<file path="src/rtl/clk_div_sched_if.sv">
// Divisor-request handshake bundle for clk_div_sched: two requesters offering a new divide ratio.
interface clk_div_sched_if #(
  parameter int unsigned WIDTH = 8
);
  logic             req0_valid;
  logic [WIDTH-1:0] req0_div;
  logic             req0_ready;
  logic             req1_valid;
  logic [WIDTH-1:0] req1_div;
  logic             req1_ready;

  modport master (
    output req0_valid, req0_div, req1_valid, req1_div,
    input  req0_ready, req1_ready
  );

  modport slave (
    input  req0_valid, req0_div, req1_valid, req1_div,
    output req0_ready, req1_ready
  );
endinterface

</file>
<file path="src/rtl/clk_div_sched.sv">
// Programmable clock divider; new divide ratios arrive from two round-robin requesters
// and take effect only on a period boundary (or immediately while idle).
module clk_div_sched #(
  parameter int unsigned WIDTH       = 8,
  parameter int unsigned DEFAULT_DIV = 12
) (
  input  logic             clk,
  input  logic             reset,
  input  logic             enable,
  clk_div_sched_if.slave   req,
  output logic             clk_out,
  output logic             period_done,
  output logic [WIDTH-1:0] cur_div,
  output logic             pending,
  output logic             cfg_err
);

  typedef enum logic {IDLE = 1'b0, RUN = 1'b1} state_e;

  localparam logic [WIDTH-1:0] DIV_RST = WIDTH'(DEFAULT_DIV);
  localparam logic [WIDTH-1:0] ONE     = WIDTH'(1);
  localparam logic [WIDTH-1:0] TWO     = WIDTH'(2);

  state_e           state_q, state_d;
  logic [WIDTH-1:0] count_q, count_d;
  logic [WIDTH-1:0] cur_div_q, cur_div_d;
  logic [WIDTH-1:0] pend_div_q, pend_div_d;
  logic             pending_q, pending_d;
  logic             ptr_q, ptr_d;
  logic             clk_out_q, clk_out_d;
  logic             period_done_q, period_done_d;
  logic             cfg_err_q, cfg_err_d;

  logic             can_accept, grant0, grant1, boundary, apply;
  logic [WIDTH-1:0] acc_div;

  // Only one divisor may be outstanding; ptr_q picks the winner when both ask.
  always_comb begin
    can_accept     = reset && !pending_q;
    req.req0_ready = can_accept && (!ptr_q || !req.req1_valid);
    req.req1_ready = can_accept && (ptr_q || !req.req0_valid);
    grant0         = req.req0_valid && req.req0_ready;
    grant1         = req.req1_valid && req.req1_ready && !grant0;
    acc_div        = grant0 ? req.req0_div : req.req1_div;
  end

  always_comb begin
    state_d       = enable ? RUN : IDLE;
    count_d       = '0;
    cur_div_d     = cur_div_q;
    pend_div_d    = pend_div_q;
    pending_d     = pending_q;
    ptr_d         = ptr_q;
    cfg_err_d     = 1'b0;
    boundary      = (state_q == RUN) && (count_q == cur_div_q - ONE);
    apply         = pending_q && (boundary || (state_q == IDLE));

    if ((state_q == RUN) && (state_d == RUN) && !boundary) begin
      count_d = count_q + ONE;
    end

    // Grants need pending_q low and apply needs it high, so they never collide.
    if (apply) begin
      cur_div_d = pend_div_q;
      count_d   = '0;
      pending_d = 1'b0;
    end

    if (grant0 || grant1) begin
      ptr_d = grant0;
      if (acc_div >= TWO) begin
        pend_div_d = acc_div;
        pending_d  = 1'b1;
      end else begin
        cfg_err_d  = 1'b1;
      end
    end

    // Outputs are registered, so they are computed from the next-cycle count.
    clk_out_d     = (state_d == RUN) && (count_d >= (cur_div_d >> 1));
    period_done_d = (state_d == RUN) && (count_d == cur_div_d - ONE);
  end

  always_ff @(posedge clk or negedge reset) begin
    if (!reset) begin
      state_q       <= IDLE;
      count_q       <= '0;
      cur_div_q     <= DIV_RST;
      pend_div_q    <= '0;
      pending_q     <= 1'b0;
      ptr_q         <= 1'b0;
      clk_out_q     <= 1'b0;
      period_done_q <= 1'b0;
      cfg_err_q     <= 1'b0;
    end else begin
      state_q       <= state_d;
      count_q       <= count_d;
      cur_div_q     <= cur_div_d;
      pend_div_q    <= pend_div_d;
      pending_q     <= pending_d;
      ptr_q         <= ptr_d;
      clk_out_q     <= clk_out_d;
      period_done_q <= period_done_d;
      cfg_err_q     <= cfg_err_d;
    end
  end

  assign clk_out     = clk_out_q;
  assign period_done = period_done_q;
  assign cur_div     = cur_div_q;
  assign pending     = pending_q;
  assign cfg_err     = cfg_err_q;

endmodule

</file>
<file path="src/flat_wrapper.sv">
// flat-port wrapper written by rule: the top's interface ports become plain ports
module clk_div_sched_flat 
#(
  parameter int unsigned WIDTH       = 8,
  parameter int unsigned DEFAULT_DIV = 12
)
  (clk, reset, enable, clk_out, period_done, cur_div, pending, cfg_err, req_req0_valid, req_req0_div, req_req1_valid, req_req1_div, req_req0_ready, req_req1_ready);
  clk_div_sched_if #(.WIDTH(WIDTH)) req_i ();
  input  logic clk;
  input  logic reset;
  input  logic enable;
  output logic clk_out;
  output logic period_done;
  output logic [WIDTH-1:0] cur_div;
  output logic pending;
  output logic cfg_err;
  input wire logic [$bits(req_i.req0_valid)-1:0] req_req0_valid;
  input wire logic [$bits(req_i.req0_div)-1:0] req_req0_div;
  input wire logic [$bits(req_i.req1_valid)-1:0] req_req1_valid;
  input wire logic [$bits(req_i.req1_div)-1:0] req_req1_div;
  output wire logic [$bits(req_i.req0_ready)-1:0] req_req0_ready;
  output wire logic [$bits(req_i.req1_ready)-1:0] req_req1_ready;
  assign req_i.req0_valid = req_req0_valid;
  assign req_i.req0_div = req_req0_div;
  assign req_i.req1_valid = req_req1_valid;
  assign req_i.req1_div = req_req1_div;
  assign req_req0_ready = req_i.req0_ready;
  assign req_req1_ready = req_i.req1_ready;
  clk_div_sched #(.WIDTH(WIDTH), .DEFAULT_DIV(DEFAULT_DIV)) u_core (.clk(clk), .reset(reset), .enable(enable), .req(req_i), .clk_out(clk_out), .period_done(period_done), .cur_div(cur_div), .pending(pending), .cfg_err(cfg_err));
endmodule
</file>
<file path="config.mk">
export PLATFORM = sky130hd
export DESIGN_NAME = clk_div_sched_flat
export DESIGN_NICKNAME = d
export VERILOG_FILES = /design/src/rtl/clk_div_sched_if.sv /design/src/rtl/clk_div_sched.sv /design/src/flat_wrapper.sv
export SDC_FILE = /design/constraint.sdc
export NUM_CORES = 1
export LEC_CHECK = 0
export ABC_AREA = 0
export BUFFER_PORTS_ARGS = -buffer_cell sky130_fd_sc_hd__buf_2
export CORE_UTILIZATION = 45
export CTS_BUF_LIST = sky130_fd_sc_hd__clkbuf_2
export DETAILED_ROUTE_END_ITERATION = 10
export PLACE_DENSITY = 0.73
export SYNTH_ARGS = -nofsm -noshare
export SYNTH_HDL_FRONTEND = slang
export SYNTH_SLANG_ARGS = --single-unit
</file>
<file path="constraint.sdc">
create_clock -name clk -period 4.5 [get_ports clk]
set_clock_uncertainty 0.05 [all_clocks]
set_input_delay 0.675 -clock clk [delete_from_list [all_inputs] [get_ports clk]]
set_output_delay 0.675 -clock clk [all_outputs]
set_load 0.02 [all_outputs]
</file>
==> impl_summary.log, run 1 <==
[metrics] GR Util All Layers: about a fifth
[metrics] post-CTS clock slew at the launch and capture registers of the worst setup and hold paths: around 0.16 ns
[metrics] final setup violating endpoints: 0
[metrics] number of post-CTS setup repair buffers: 0
[metrics] result of the run: completed
[metrics] final weighted congestion of routability-driven global placement: around 0.87
[metrics] setup repair after global routing missed its margin: false
[metrics] startpoint of the most critical setup path: u_core.cur_div[0]$_DFF_PN0_
[metrics] Final Net Count: between 200 and 300
[metrics] Comb power frac: between 50 and 60%
[metrics] maximum frequency from static timing analysis: between 200 and 300 MHz
[metrics] commonest cells after routing, fill and taps aside: sky130_fd_sc_hd__buf_2, sky130_fd_sc_hd__dfrtp_1, sky130_fd_sc_hd__nor2_1, sky130_fd_sc_hd__nand2_1, sky130_fd_sc_hd__inv_1
[metrics] die area: 5014 um2
[metrics] TritonCTS clock tree: built
[metrics] average size of a mapped cell: just over 9 um2
[metrics] worst ir drop on vdd: around 0.21 mV
[metrics] maximum level of the CTS H-tree: 2
[metrics] number of global-route vias before repair: 1,694
[metrics] total of cells resized after clock tree synthesis: 0
[metrics] half-perimeter wire length after placement: approximately 3500 um
[metrics] die outline width: slightly above 70 um
[metrics] path type of the worst min-delay path: primary input to async pin
[metrics] minimum clock period after layout: about 3.7 ns
[metrics] FF-to-FF setup slack: 0.81 ns
[metrics] critical path data required time: 4.70 ns
[metrics] endpoint of the most critical register-to-register path: u_core.clk_out$_DFF_PN0_
[metrics] post-route worst hold slack: between 0.3 and 0.4 ns
[metrics] power per cell area: 534.5 nW/um2
[metrics] part of the total power dissipated in sequential elements: 36.3%
[metrics] main area contributors after synthesis: sky130_fd_sc_hd__dfrtp_1, sky130_fd_sc_hd__ha_1, sky130_fd_sc_hd__mux2i_1, sky130_fd_sc_hd__xor2_1, sky130_fd_sc_hd__xnor2_1
[metrics] initial antenna violation count: 0
[metrics] number of antenna repair diodes: 0
[metrics] final-layout fill cell count: between 400 and 500
[metrics] proportion of synthesized flip-flops having asynchronous set or reset: 100.0%
[metrics] layout cell share with drive strength beyond 1: approximately 22%
[metrics] P_int: around 0.67 mW
[metrics] Maximum Capacitance Violations: 0
[metrics] Leakage: approximately 1.1 nW
[metrics] Final Slew Violations: 0
[metrics] Cell Rows: 24
[metrics] switching power as a share of total power: roughly 47%
[metrics] wire length of the first global-routing pass: between 7000 and 8000 um
[metrics] number of primary I/O pins: 35
[metrics] largest area contributor in the netlist: sky130_fd_sc_hd__dfrtp_1
[metrics] area share of the leading cell type in the synthesized netlist: 32.88%
[metrics] Worst R2R Path Depth: 20
[metrics] number of DRC markers after the initial detailed-route iteration: between 90 and 100
[metrics] sum of negative setup slack: 0 ns
[metrics] post-synthesis instance total: 230
[metrics] Least-Margin Pin Slew: approximately 0.99 ns
[metrics] Skew-Pair Late Insertion Delay: 0.36 ns
[metrics] Port-buffer cells: 34
[metrics] number of buffers inserted during clock tree synthesis: 5
[metrics] Syn Std Cell Area: 2131 um2
[metrics] routed via count: about 1,800
[metrics] number of optimization iterations in the first detailed-route pass: 6
[metrics] share of the clock period used by the worst path: 81.93%
[metrics] worst rel slew slack: between 30% and 40%
[metrics] aggregate global routing overflow: 0
[metrics] most frequent standard cell in the layout excluding fill and tap cells: sky130_fd_sc_hd__buf_2
[metrics] synthesized net count: ~260
[metrics] classification of the worst setup path: flop to flop
[metrics] maximum root-to-sink buffer count: 2
[metrics] average via count per standard cell: between 5 and 6
[metrics] initial core utilization: a little under half
[metrics] count of endpoints failing hold in the final timing report: 0
[metrics] Clk pwr share: 10.1%
[metrics] count of flip-flops with a built-in enable after synthesis: 0
[metrics] primary flip-flop cell chosen by synthesis mapping: sky130_fd_sc_hd__dfrtp_1
[metrics] Std-Cell Core Area: 4444 um2
[metrics] largest net degree at the start of global routing: 32
[metrics] critical path arrival: ~3.9 ns
[metrics] Sink Count: 30
[metrics] Worst setup EP type: flop
[metrics] Seq cells post-synth: 30
[metrics] final routed wirelength across all metal layers: 4664 um
[metrics] Die Y: 70.81 um
[metrics] share of synthesized area occupied by flip-flops and latches: 35.35%
[metrics] power dissipated by switching net loads: 0.5822 mW
[metrics] crit path launch type: flop
[metrics] reg-to-reg startpoint: u_core.cur_div[0]$_DFF_PN0_
[metrics] maximum fanout encountered on the critical timing path: 20
[metrics] DRC Markers: 0
[metrics] capture point of the worst path: u_core.clk_out$_DFF_PN0_
[metrics] average routed wire per standard cell: roughly 15 um
[metrics] area added between synthesis and finish: 9.806%
[metrics] CTS Hold Buffers Added: 0
[metrics] Final ANT Viol Nets: 0
[metrics] warnings from Yosys: 0
[metrics] Cell variety after synth: 53
[metrics] Clk Tree Root Cell: sky130_fd_sc_hd__clkbuf_2
power by group through the flow:
| stage | sequential (mW) | clock (mW) | combinational (mW) |
|---|---|---|---|
| floorplan | 0.446 | 0 | 0.532 |
| global placement | 0.456 | 0 | 0.655 |
| detailed placement | 0.458 | 0 | 0.664 |
| CTS | 0.451 | 0.129 | 0.672 |
| global route | 0.464 | 0.146 | 0.749 |
| finish | 0.453 | 0.126 | 0.671 |
worst min-delay path by stage:
| stage | to | cells after the start | slack (ns) | from |
|---|---|---|---|---|
| 5_1_grt | u_core.period_done$_DFF_PN0_ | 2 | 0.31 | reset |
| 3_5_place_dp | u_core.pend_div_q[7]$_DFFE_PN0P_ | 2 | 0.45 | u_core.pend_div_q[7]$_DFFE_PN0P_ |
| 4_1_cts | u_core.cur_div[4]$_DFF_PN0_ | 2 | 0.32 | reset |
| 3_3_place_gp | u_core.pend_div_q[6]$_DFFE_PN0P_ | 2 | 0.42 | u_core.pend_div_q[6]$_DFFE_PN0P_ |
| 6_report | u_core.cur_div[0]$_DFF_PN0_ | 2 | 0.31 | reset |
| 2_1_floorplan | u_core.cfg_err$_DFF_PN0_ | 0 | 0.33 | reset |
logic make-up (layout without fill, tap and decap cells):
logic type,count (synthesis),after routing,share of synthesized area (%)
XOR/XNOR,23,23,9.454
multiplexers,17,17,8.573
AND/OR/NAND/NOR,78,78,19.73
buffers and inverters,27,60,6.752
adder cells (fa/ha/maj),10,10,5.872
AO/OA/AOI/OAI,45,45,14.27
flip-flops,30,30,35.35
layout make-up:
type | count | area, um2 | share of cell area [%]
clock buffer | 5 | 25.02 | 1.070
clock inverter | 2 | 10.01 | 0.4278
inverter | 16 | 60.06 | 2.567
multi-input combinational | 173 | 1234 | 52.73
sequential | 30 | 753.2 | 32.19
tap | 52 | 65.06 | 2.781
timing repair buffer | 37 | 192.7 | 8.235
flip-flops by register name, summed over array words and instances, names as in the netlist:
name	cells
u_core.count_q	8
u_core.cur_div	8
u_core.pend_div_q	8
u_core.cfg_err	1
u_core.clk_out	1
u_core.pending	1
u_core.period_done	1
u_core.ptr_q	1
u_core.state_q	1
stage by stage:
stage               setup slack [ns]  utilization [%]  instances  cell area [um2]  total power, mW
CTS                           0.8277            52.65        315             2340            1.252
floorplan                     0.8454                -        230             2131           0.9776
detailed placement            0.8428            51.86        308             2305            1.122
global placement              0.9571            51.86        308             2305            1.111
finish                        0.8133            52.65        315             2340            1.251
global route                  0.5061            52.65        315             2340            1.358
critical path, stage by stage (launching register included):
cell                       delay, ns
sky130_fd_sc_hd__dfrtp_1        0.49
sky130_fd_sc_hd__inv_1          0.08
sky130_fd_sc_hd__ha_1           0.23
sky130_fd_sc_hd__nor3b_2        0.18
sky130_fd_sc_hd__a211oi_1       0.22
sky130_fd_sc_hd__nand4b_1       0.15
sky130_fd_sc_hd__or2_4          0.27
sky130_fd_sc_hd__a21oi_4        0.19
sky130_fd_sc_hd__buf_4          0.28
sky130_fd_sc_hd__a21oi_1        0.14
sky130_fd_sc_hd__inv_1          0.09
sky130_fd_sc_hd__ha_1           0.22
sky130_fd_sc_hd__nand2b_1       0.14
sky130_fd_sc_hd__a21oi_1        0.14
sky130_fd_sc_hd__nor2b_1        0.05
sky130_fd_sc_hd__o21ai_0        0.16
sky130_fd_sc_hd__nand2b_1       0.08
sky130_fd_sc_hd__a21oi_1        0.14
sky130_fd_sc_hd__nor2b_1        0.05
sky130_fd_sc_hd__o21ai_0        0.12
sky130_fd_sc_hd__a21boi_0       0.10
routing by layer:
layer	GRT usage (%)	share of wire, %	vias up
met1	27.57	48	833
li1	-	-	877
met3	5.413	4.5	7
met5	0	0	-
met4	6.667	1.1	0
met2	32.80	46	48
cell usage after synthesis (3+ instances only):
cell,n
sky130_fd_sc_hd__clkbuf_1,3
sky130_fd_sc_hd__nor4_1,6
sky130_fd_sc_hd__buf_4,3
sky130_fd_sc_hd__nor3b_1,4
sky130_fd_sc_hd__dfrtp_1,28
sky130_fd_sc_hd__nor3_1,4
sky130_fd_sc_hd__xnor2_1,11
sky130_fd_sc_hd__nand3_1,9
sky130_fd_sc_hd__inv_1,15
sky130_fd_sc_hd__o21ai_0,13
sky130_fd_sc_hd__nor2_1,17
sky130_fd_sc_hd__a21oi_1,11
sky130_fd_sc_hd__xor2_1,12
sky130_fd_sc_hd__nand2_1,16
sky130_fd_sc_hd__nand2b_1,6
sky130_fd_sc_hd__ha_1,10
sky130_fd_sc_hd__mux2i_1,12
sky130_fd_sc_hd__nor2b_1,5
sky130_fd_sc_hd__a31oi_1,3
Note: power is estimated with default switching activity, not from simulation.
==> run 2, diff against run 1 <==
==> constraint.sdc (replaced) <==
create_clock -name clk -period 3.8 [get_ports clk]
set_clock_uncertainty 0.05 [all_clocks]
set_input_delay 0.57 -clock clk [delete_from_list [all_inputs] [get_ports clk]]
set_output_delay 0.57 -clock clk [all_outputs]
set_load 0.02 [all_outputs]
==> run 2 against run 1 <==
Net effect: sequential power rose by 19%; final cell count rose by 0.32%; critical path depth decreased by 5; utilization up 1.3 points; largest cell class unchanged; highest routed layer unchanged.
==> impl_summary.log, run 2 (synthesis results as in run 1) <==
[metrics] share of the clock period used by the worst path: 92.49% (+11 points)
[metrics] area taken by multi-input logic gates: 1250 um2 (+1.3%)
[metrics] worst rel slew slack: 36.93% (+3.3 points)
[metrics] final routed wirelength across all metal layers: 4707 um (+0.92%)
[metrics] average routed wire per standard cell: 14.90 um (+0.60%)
[metrics] die area: 5014 um2 (unchanged)
[metrics] area added between synthesis and finish: 12.45%
[metrics] P_int: 0.8697 mW (+30%)
[metrics] Least-Margin Pin Slew: 0.9419 ns (-0.04962 ns)
[metrics] Final Slew Violations: 0 (unchanged)
[metrics] largest net degree at the start of global routing: 32 (unchanged)
[metrics] Worst setup EP type: flop
[metrics] layout cell share with drive strength beyond 1: 23.11% (+1.1 points)
[metrics] DRC Markers: 0 (unchanged)
[metrics] Final Net Count: 295 (+0.34%)
[metrics] power dissipated by switching net loads: 0.6996 mW (+20%)
[metrics] Maximum Capacitance Violations: 0 (unchanged)
[metrics] count of endpoints failing hold in the final timing report: 0 (unchanged)
[metrics] number of buffers inserted during clock tree synthesis: 5 (unchanged)
[metrics] post-CTS clock slew at the launch and capture registers of the worst setup and hold paths: 0.16 ns (about the same)
[metrics] maximum frequency from static timing analysis: 284.5 MHz (+4.9%)
[metrics] final non-filler cell total: 316 (+0.32%)
[metrics] Die Y: 70.81 um (unchanged)
[metrics] Std-Cell Core Area: 4444 um2 (unchanged)
[metrics] die outline width: 70.81 um (unchanged)
[metrics] GR Util All Layers: 20.68% (+0.049 points)
[metrics] Comb power frac: 51.7% (-1.9 points)
[metrics] critical path arrival: 3.74 ns (-0.15 ns)
[metrics] routed via count: 1,736 (-1.6%)
[metrics] Clk Tree Root Cell: sky130_fd_sc_hd__clkbuf_2
[metrics] maximum fanout encountered on the critical timing path: 4 (-80%)
[metrics] CTS Hold Buffers Added: 0 (unchanged)
[metrics] Final ANT Viol Nets: 0 (unchanged)
[metrics] number of DRC markers after the initial detailed-route iteration: 99 (+4.2%)
[metrics] number of optimization iterations in the first detailed-route pass: 6 (unchanged)
[metrics] initial core utilization: 47.94% (unchanged)
[metrics] final setup violating endpoints: 0 (unchanged)
[metrics] classification of the worst setup path: flop to flop
[metrics] part of the total power dissipated in sequential elements: 34.4% (-1.9 points)
[metrics] switching power as a share of total power: 44.58% (-2.0 points)
[metrics] Sink Count: 30 (unchanged)
[metrics] Crit path top cell by count: sky130_fd_sc_hd__ha_1
[metrics] maximum root-to-sink buffer count: 2 (unchanged)
[metrics] maximum level of the CTS H-tree: 2 (unchanged)
[metrics] crit path launch type: flop
[metrics] average via count per standard cell: 5.494 (-2.0%)
[metrics] Cell Rows: 24 (unchanged)
[metrics] TritonCTS clock tree: built
[metrics] critical-path cell with the highest stage delay: sky130_fd_sc_hd__dfrtp_1
[metrics] commonest cells after routing, fill and taps aside: sky130_fd_sc_hd__buf_2, sky130_fd_sc_hd__dfrtp_1, sky130_fd_sc_hd__nor2_1, sky130_fd_sc_hd__nand2_1, sky130_fd_sc_hd__inv_1
[metrics] initial antenna violation count: 0 (unchanged)
[metrics] most frequent standard cell in the layout excluding fill and tap cells: sky130_fd_sc_hd__buf_2
[metrics] worst ir drop on vdd: 0.2336 mV (+13%)
[metrics] number of primary I/O pins: 35 (unchanged)
[metrics] number of placed cells counting well taps: 309 (+0.32%)
[metrics] register area: 754.5 um2 (+0.17%)
[metrics] Core Util, Final: 53.91% (+1.3 points)
[metrics] number of antenna repair diodes: 0 (unchanged)
[metrics] critical path data required time: 4.03 ns (-0.67 ns)
[metrics] Final Total Pwr: 1.569 mW (+25%)
[metrics] power per cell area: 655.0 nW/um2 (+23%)
[metrics] number of post-CTS setup repair buffers: 0 (unchanged)
[metrics] Leakage: 1.142 nW (+1.4%)
[metrics] Skew-Pair Late Insertion Delay: 0.37 ns (about the same)
[metrics] half-perimeter wire length after placement: 3576 um (+1.0%)
[metrics] wire length of the first global-routing pass: 7845 um (-1.3%)
[metrics] crit path cell chain: inv_1 > ha_1 > nor3b_4 > a21oi_1 > nand4b_1 > or2_4 > a21oi_4 > mux2_4 > inv_2 > ha_1 > nand2b_1 > nor4b_2 > a211oi_1 > a211o_1 > a211oi_2
[metrics] Port-buffer cells: 34 (unchanged)
[metrics] result of the run: completed
[metrics] minimum clock period after layout: 3.515 ns (-0.1720 ns)
[metrics] path type of the worst min-delay path: primary input to async pin
[metrics] final weighted congestion of routability-driven global placement: 0.8336 (-4.1%)
[metrics] number of global-route vias before repair: 1,648 (-2.7%)
[metrics] aggregate global routing overflow: 0 (unchanged)
[metrics] final-layout fill cell count: 412 (-3.1%)
[metrics] Clk pwr share: 13.9% (+3.8 points)
[metrics] Worst path max stage delay: 0.45 ns (-0.04 ns)
-- run 2: final timing paths --
| check | from | end | slack (ns) | depth (start not counted) |
|---|---|---|---|---|
| setup / recovery | u_core.cur_div[1]$_DFF_PN0_ | u_core.period_done$_DFF_PN0_ | 0.29 | 15 |
| hold / removal | reset | u_core.count_q[4]$_DFF_PN0_ | 0.20 | 2 |
| setup reg to reg | u_core.cur_div[1]$_DFF_PN0_ | u_core.period_done$_DFF_PN0_ | 0.29 | 15 |
| hold reg to reg | u_core.pend_div_q[6]$_DFFE_PN0P_ | u_core.pend_div_q[6]$_DFFE_PN0P_ | 0.45 | 2 |
| max in group asynchronous | reset | u_core.cur_div[2]$_DFF_PN1_ | 3.17 | 2 |
| min in group clk | enable | u_core.state_q$_DFF_PN0_ | 0.32 | 1 |
-- run 2: critical path, delay by kind of cell (launching register included) --
kind                     cells  cell delay [ns]
multiplexers                 1             0.35
AND/OR/NAND/NOR              5             1.11
AO/OA/AOI/OAI                5             0.89
flip-flops                   1             0.45
buffers and inverters        2             0.16
adder cells (fa/ha/maj)      2             0.43
-- run 2: power groups by stage --
stage	registers, mW	clock network, mW	logic [mW]
floorplan	0.528	0	0.630
global placement	0.540	0	0.773
detailed placement	0.542	0	0.785
CTS	0.535	0.224	0.795
global route	0.556	0.235	0.905
finish	0.539	0.218	0.812
-- run 2: timing repair --
action                                 CTS  global route
setup endpoints to repair                0             2
endpoints found under the hold margin    0             0
gates resized for setup                  0             6
-- run 2: area by class of cell --
class / instances / area share [%]
clock inverters: 2 / 1.410
inverters: 16 / 2.507
flip-flops and latches: 30 / 31.49
clock buffers: 5 / 1.044
well taps: 52 / 2.715
repair buffers: 38 / 8.668
multi-input cells: 173 / 52.17
-- run 2: layer usage --
metal	routed length, um	up-vias	track usage [%]	share of wire, %
met1	2152	794	27.83	46
met4	109	0	8.444	2.3
met2	2183	59	32.69	46
met3	261	10	4.274	5.5
li1	-	873	-	-
met5	0	-	0	0
-- run 2: through the flow --
| stage | setup TNS [ns] | worst slack (ns) | area, um2 | hold slack [ns] |
|---|---|---|---|---|
| after floorplan | 0 | 0.1454 | 2131 | 0.2244 |
| after global placement | 0 | 0.3260 | 2312 | 0.4222 |
| after detailed placement | 0 | 0.2174 | 2312 | 0.4268 |
| after CTS | 0 | 0.1942 | 2371 | 0.1932 |
| after global routing | -0.01810 | -0.01810 | 2396 | 0.2074 |
| final | 0 | 0.2854 | 2396 | 0.1991 |
